File: config.mk
export PLATFORM = sky130hd
export DESIGN_NAME = id_ex_stage
export DESIGN_NICKNAME = d
export VERILOG_FILES = /design/src/rtl/id_ex_stage.sv
export SDC_FILE = /design/constraint.sdc
export NUM_CORES = 1
export LEC_CHECK = 0
export BUFFER_PORTS_ARGS = -buffer_cell sky130_fd_sc_hd__buf_2
export CORE_MARGIN = 3
export CORE_UTILIZATION = 25
export DETAILED_ROUTE_END_ITERATION = 16
export PLACE_DENSITY = 0.57
export SLEW_MARGIN = 5
export SYNTH_ARGS = -nofsm -noshare
export SYNTH_HDL_FRONTEND = slang
export SYNTH_SLANG_ARGS = --single-unit
export TNS_END_PERCENT = 50
File: constraint.sdc
create_clock -name clk -period 7.4 [get_ports clk]
set_input_delay 0.37 -clock clk [delete_from_list [all_inputs] [get_ports clk]]
set_output_delay 0.37 -clock clk [all_outputs]
set_load 0.01 [all_outputs]
File: src/rtl/id_ex_stage.sv
`default_nettype none
// ============================================================================
// Module   : id_ex_stage
// Purpose  : ID/EX pipeline register with load-use hazard detection.
//            Each rising edge does exactly one of the following, in priority
//            order:
//              - flush : write a bubble into EX.
//              - stall : write a bubble into EX.
//              - load  : copy the ID slot into EX.
//            Saturating counters record bubbles and flushes.
// Ports    : clk, reset (async, active-high)
//            id_*            : decoded instruction presented by ID
//            flush           : taken branch/jump in EX, kill the ID slot
//            ex_*            : registered EX-stage copy of the instruction
//            load_use_stall  : combinational, freezes PC and IF/ID
//            bubble_cnt      : saturating count of stall bubbles
//            flush_cnt       : saturating count of flush bubbles
// Revision : 1.0 - initial release
// ============================================================================
module id_ex_stage #(
  parameter int CNT_W = 32
) (
  input  logic             clk,
  input  logic             reset,
  input  logic             id_valid,
  input  logic [31:0]      id_pc,
  input  logic [31:0]      id_rd1,
  input  logic [31:0]      id_rd2,
  input  logic [31:0]      id_imm,
  input  logic [4:0]       id_rs1,
  input  logic [4:0]       id_rs2,
  input  logic [4:0]       id_rd,
  input  logic             id_use_rs1,
  input  logic             id_use_rs2,
  input  logic             id_RegWrite,
  input  logic             id_MemWrite,
  input  logic             id_ALUSrc,
  input  logic [4:0]       id_ALUOp,
  input  logic [2:0]       id_NPCOp,
  input  logic [1:0]       id_WDSel,
  input  logic [2:0]       id_dm_ctrl,
  input  logic             flush,
  output logic             ex_valid,
  output logic [31:0]      ex_pc,
  output logic [31:0]      ex_rd1,
  output logic [31:0]      ex_rd2,
  output logic [31:0]      ex_imm,
  output logic [4:0]       ex_rs1,
  output logic [4:0]       ex_rs2,
  output logic [4:0]       ex_rd,
  output logic             ex_RegWrite,
  output logic             ex_MemWrite,
  output logic             ex_ALUSrc,
  output logic [4:0]       ex_ALUOp,
  output logic [2:0]       ex_NPCOp,
  output logic [1:0]       ex_WDSel,
  output logic [2:0]       ex_dm_ctrl,
  output logic             load_use_stall,
  output logic [CNT_W-1:0] bubble_cnt,
  output logic [CNT_W-1:0] flush_cnt
);

  localparam logic [1:0]       c_wdsel_mem = 2'b01;
  localparam logic [CNT_W-1:0] c_cnt_one   = CNT_W'(1);
  localparam logic [CNT_W-1:0] c_cnt_max   = '1;

  // An instruction in EX that writes a nonzero register from memory, whose
  // result an ID instruction needs before it is available.
  logic w_ex_is_load;
  logic w_src_match;
  logic w_hazard;
  logic w_load;

  assign w_ex_is_load   = ex_valid & ex_RegWrite & (ex_WDSel == c_wdsel_mem) & (ex_rd != 5'd0);
  assign w_src_match    = (id_use_rs1 & (id_rs1 == ex_rd)) | (id_use_rs2 & (id_rs2 == ex_rd));
  assign w_hazard       = w_ex_is_load & w_src_match & id_valid;
  // A flush kills the dependent instruction anyway, so it never needs a stall.
  assign load_use_stall = w_hazard & ~flush;
  assign w_load         = ~flush & ~load_use_stall;

  // Next EX contents: an all-zero bubble unless the ID slot is loaded.
  logic        w_valid;
  logic [31:0] w_pc, w_rd1, w_rd2, w_imm;
  logic [4:0]  w_rs1, w_rs2, w_rd;
  logic        w_regwrite, w_memwrite, w_alusrc;
  logic [4:0]  w_aluop;
  logic [2:0]  w_npcop;
  logic [1:0]  w_wdsel;
  logic [2:0]  w_dm_ctrl;

  always_comb begin
    w_valid    = 1'b0;
    w_pc       = 32'd0;
    w_rd1      = 32'd0;
    w_rd2      = 32'd0;
    w_imm      = 32'd0;
    w_rs1      = 5'd0;
    w_rs2      = 5'd0;
    w_rd       = 5'd0;
    w_regwrite = 1'b0;
    w_memwrite = 1'b0;
    w_alusrc   = 1'b0;
    w_aluop    = 5'd0;
    w_npcop    = 3'd0;
    w_wdsel    = 2'd0;
    w_dm_ctrl  = 3'd0;
    if (w_load) begin
      w_valid = id_valid;
      w_pc    = id_pc;
      w_rd1   = id_rd1;
      w_rd2   = id_rd2;
      w_imm   = id_imm;
      w_rs1   = id_rs1;
      w_rs2   = id_rs2;
      w_rd    = id_rd;
      // An empty ID slot must not carry live control into EX.
      if (id_valid) begin
        w_regwrite = id_RegWrite;
        w_memwrite = id_MemWrite;
        w_alusrc   = id_ALUSrc;
        w_aluop    = id_ALUOp;
        w_npcop    = id_NPCOp;
        w_wdsel    = id_WDSel;
        w_dm_ctrl  = id_dm_ctrl;
      end
    end
  end

  always_ff @(posedge clk or posedge reset) begin
    if (reset) begin
      ex_valid    <= 1'b0;
      ex_pc       <= 32'd0;
      ex_rd1      <= 32'd0;
      ex_rd2      <= 32'd0;
      ex_imm      <= 32'd0;
      ex_rs1      <= 5'd0;
      ex_rs2      <= 5'd0;
      ex_rd       <= 5'd0;
      ex_RegWrite <= 1'b0;
      ex_MemWrite <= 1'b0;
      ex_ALUSrc   <= 1'b0;
      ex_ALUOp    <= 5'd0;
      ex_NPCOp    <= 3'd0;
      ex_WDSel    <= 2'd0;
      ex_dm_ctrl  <= 3'd0;
      bubble_cnt  <= '0;
      flush_cnt   <= '0;
    end else begin
      ex_valid    <= w_valid;
      ex_pc       <= w_pc;
      ex_rd1      <= w_rd1;
      ex_rd2      <= w_rd2;
      ex_imm      <= w_imm;
      ex_rs1      <= w_rs1;
      ex_rs2      <= w_rs2;
      ex_rd       <= w_rd;
      ex_RegWrite <= w_regwrite;
      ex_MemWrite <= w_memwrite;
      ex_ALUSrc   <= w_alusrc;
      ex_ALUOp    <= w_aluop;
      ex_NPCOp    <= w_npcop;
      ex_WDSel    <= w_wdsel;
      ex_dm_ctrl  <= w_dm_ctrl;
      // Counters stick at all-ones instead of wrapping.
      if (flush) begin
        if (flush_cnt != c_cnt_max) flush_cnt <= flush_cnt + c_cnt_one;
      end else if (load_use_stall) begin
        if (bubble_cnt != c_cnt_max) bubble_cnt <= bubble_cnt + c_cnt_one;
      end
    end
  end

endmodule
`default_nettype wire

==> qor.yml <==
die:
  core-area_sq_um: 32600
  start_util_pct: 25.4
  placementRows: 66
  fp.dieW_microns: 188
  num_io_pins: 390
  die_area_sq_um: 35400
  die_h_microns: 188
power:
  powerDensity_nw_per_um2: 251
  ir_worst_vdd_uv: 165
  leakagePower_nw: 6.33
grt:
  grt_antenna_before_repair: 9
  grt_pass1_wl_microns: 37500
  grt-ovfl-total: 0
  grt.total_usage_pct: 13.3
  grt_start_max_net_pins: 133
  grt_pass1_vias: 6739
yosys:
  synth_top_area_cell: "dfrtp_1"
  synth_edf_count: 0
  ys_async_sr_fraction_pct: 100
  yosys_register_bits: 224
  netlist_instances: 656
  synth_common_cells: "dfrtp_1 (224), and2_1 (146), nand2_1 (38), xor2_1 (38), xnor2_1 (32)"
  synth.net_count: 823
  synth-main-ff-cell: "dfrtp_1"
  synth_most_common_cell: "dfrtp_1"
  synth.distinct_cells: 40
  syn_area_per_cell_sq_um: 12.6
  synth_top_area_share_pct: 67.6
  yosysWarningCount: 0
  synthTopCellsByArea: "dfrtp_1 (68%), and2_1 (11%), xor2_1 (4.0%)"
  synth_seq_area_share_pct: 67.6
  netlist_area_sq_um: 8290
clock_network:
  cts_root_buf: "clkbuf_16"
  cts_tree: "done"
  cts_buffer_depth: 3
  cts.clk_slew.worst_paths_ns: 0.06
  postCtsSetupRepairBufs: 0
  htreeDepth: 1
  clock-sinks: 224
  clk-insertion-delay-late_ns: 0.53
  cts_buffers: 26
place:
  port_buffers: 389
  dp_hpwl_microns: 17600
  dp_slack_ns: 4.26
  place.gp.congestion: 0.752
sta:
  fin_ws_ns: 4.33
  slew_headroom_pct: 28.7
  finalCriticalPeriod_ns: 3.07
  fin_worst_skew_ns: 0.0112
  worstMarginPinSlew_ns: 1.07
  holdWs_ns: -0.0113
  finalCritPeriodShare_pct: 41.4
  finalHoldViolations: 5
  rsz0062_at_grt: "no"
  setup_tns_ns: 0
  setup_viol: 0
  achievable-frequency_ghz: 0.326
  drv_slew: 0
worst_setup_path:
  crit_slowest_cell: "buf_4"
  path_cells: "or4_1, o211ai_1, nor2b_1, nor2_4, buf_4, and3_1"
  critPathCaptureType: "register"
  path_class: "reg -> reg"
  cp.required_ns: 7.86
  cpPeakStageDelay_ns: 0.87
  critPathArrivalTime_ns: 3.53
  crit_path_start_kind: "register"
  cpLargestDelayFamily: "simple AND/OR/NAND/NOR gates"
  path_buf_inv: 1
  cp_max_fo: 132
layout:
  layout.nets: 1224
  layout-drive-gt1-share_pct: 41.6
  multi_input_area_sq_um: 2550
  register_area_sq_um: 5610
  area_delta_synth_final_pct: 40.8
  fillers: 3286
route:
  finalWirelength_microns: 24100
  ant_nets: 0
  first_pass_iters: 5
  vias_per_cell: 4.05
  vias: 6160
  drtIter0Drc: 205
  drt-wirelength-per-cell_microns: 15.8
  drc: 0
outcome:
  violations: "hold timing"
  outcome: "complete, but fails checks"
job:
  drv_cap: 0
worst_hold_path:
  holdCritPathClass: "in -> async"
-- area by class of cell --
class	instances	share of cell area (%)
diodes	4	0.0858
inverters	10	0.386
multi-input cells	401	21.8
clock buffers	36	6.41
well taps	442	4.74
clock inverters	11	1.45
flip-flops and latches	224	48.0
repair buffers	394	17.0
-- kinds of logic (layout without fill, tap and decap cells) --
logic type / count (synthesis) / in the layout / synth area share (%)
simple gates: 319 / 319 / 22.0
flops: 224 / 224 / 67.6
xor+xnor: 70 / 70 / 7.40
buf+inv: 31 / 451 / 1.69
compound gates: 9 / 9 / 0.861
fa+ha+maj: 2 / 2 / 0.302
mux: 1 / 1 / 0.136
other cells: 0 / 4 / 0
-- routing by layer --
metal,track usage [%],share of wire (%)
met2,21.7,46
met5,0,0.32
met4,4.27,2.5
met3,6.09,11
met1,15.6,40
-- path summary, 6_finish.rpt --
kind                            slack, ns                          to  cells past startpoint                        from
min in group clk                     0.04         ex_rd2[4]$_DFF_PP0_                      2                   id_rd2[4]
worst max register to register       4.33       ex_ALUOp[2]$_DFF_PP0_                      6          ex_rd[1]$_DFF_PP0_
max in group asynchronous            6.12        ex_imm[15]$_DFF_PP0_                      3                       reset
worst min register to register       0.49  bubble_cnt[15]$_DFFE_PP0P_                      1  bubble_cnt[15]$_DFFE_PP0P_
worst max-delay path                 4.33       ex_ALUOp[2]$_DFF_PP0_                      6          ex_rd[1]$_DFF_PP0_
worst min-delay path                -0.01         ex_rd2[7]$_DFF_PP0_                      2                       reset
-- registers in the layout, summed over array words and instances (netlist names), 32 cells and up --
signal / count
bubble_cnt: 32
ex_imm: 32
ex_pc: 32
ex_rd1: 32
ex_rd2: 32
flush_cnt: 32
-- report_power, final --
| part | internal [mW] | switching [mW] | total [mW] | leakage, nW |
|---|---|---|---|---|
| clock network | 0.844 | 0.510 | 1.35 | 0.451 |
| registers | 1.29 | 0.0368 | 1.32 | 2.94 |
| logic | 0.116 | 0.140 | 0.255 | 2.94 |
-- metrics by stage --
stage | util [%] | instances | instance area, sq um | hold slack [ns] | power, mW
2_1_floorplan | - | 656 | 8290 | 0.499 | 1.47
3_3_place_gp | 32.9 | 1469 | 10700 | 0.472 | 1.61
3_5_place_dp | 32.9 | 1469 | 10700 | 0.478 | 1.61
4_1_cts | 35.7 | 1518 | 11700 | 0.00340 | 2.99
5_1_grt | 35.8 | 1521 | 11700 | 0.0101 | 3.07
6_report | 35.8 | 1522 | 11700 | -0.0113 | 2.93
-- repair_timing --
action                                 4_1_cts  5_1_grt
gates resized for setup                      0        0
hold buffers                                 2        0
endpoints found under the hold margin        2        0
-- placed cells by master (no fill, tap or decap), types with 5 or more instances in the layout --
cell type	count
clkbuf_16	26
clkinv_2	5
and2_1	146
and3_1	21
dfrtp_1	224
clkbuf_8	6
nor4_1	7
nand3_1	27
nand4_1	15
nand2_1	38
xnor2_1	32
xor2_1	38
nor3_1	19
buf_2	389
nor2_1	29
inv_1	9
Note: power is estimated with default switching activity, not from simulation.
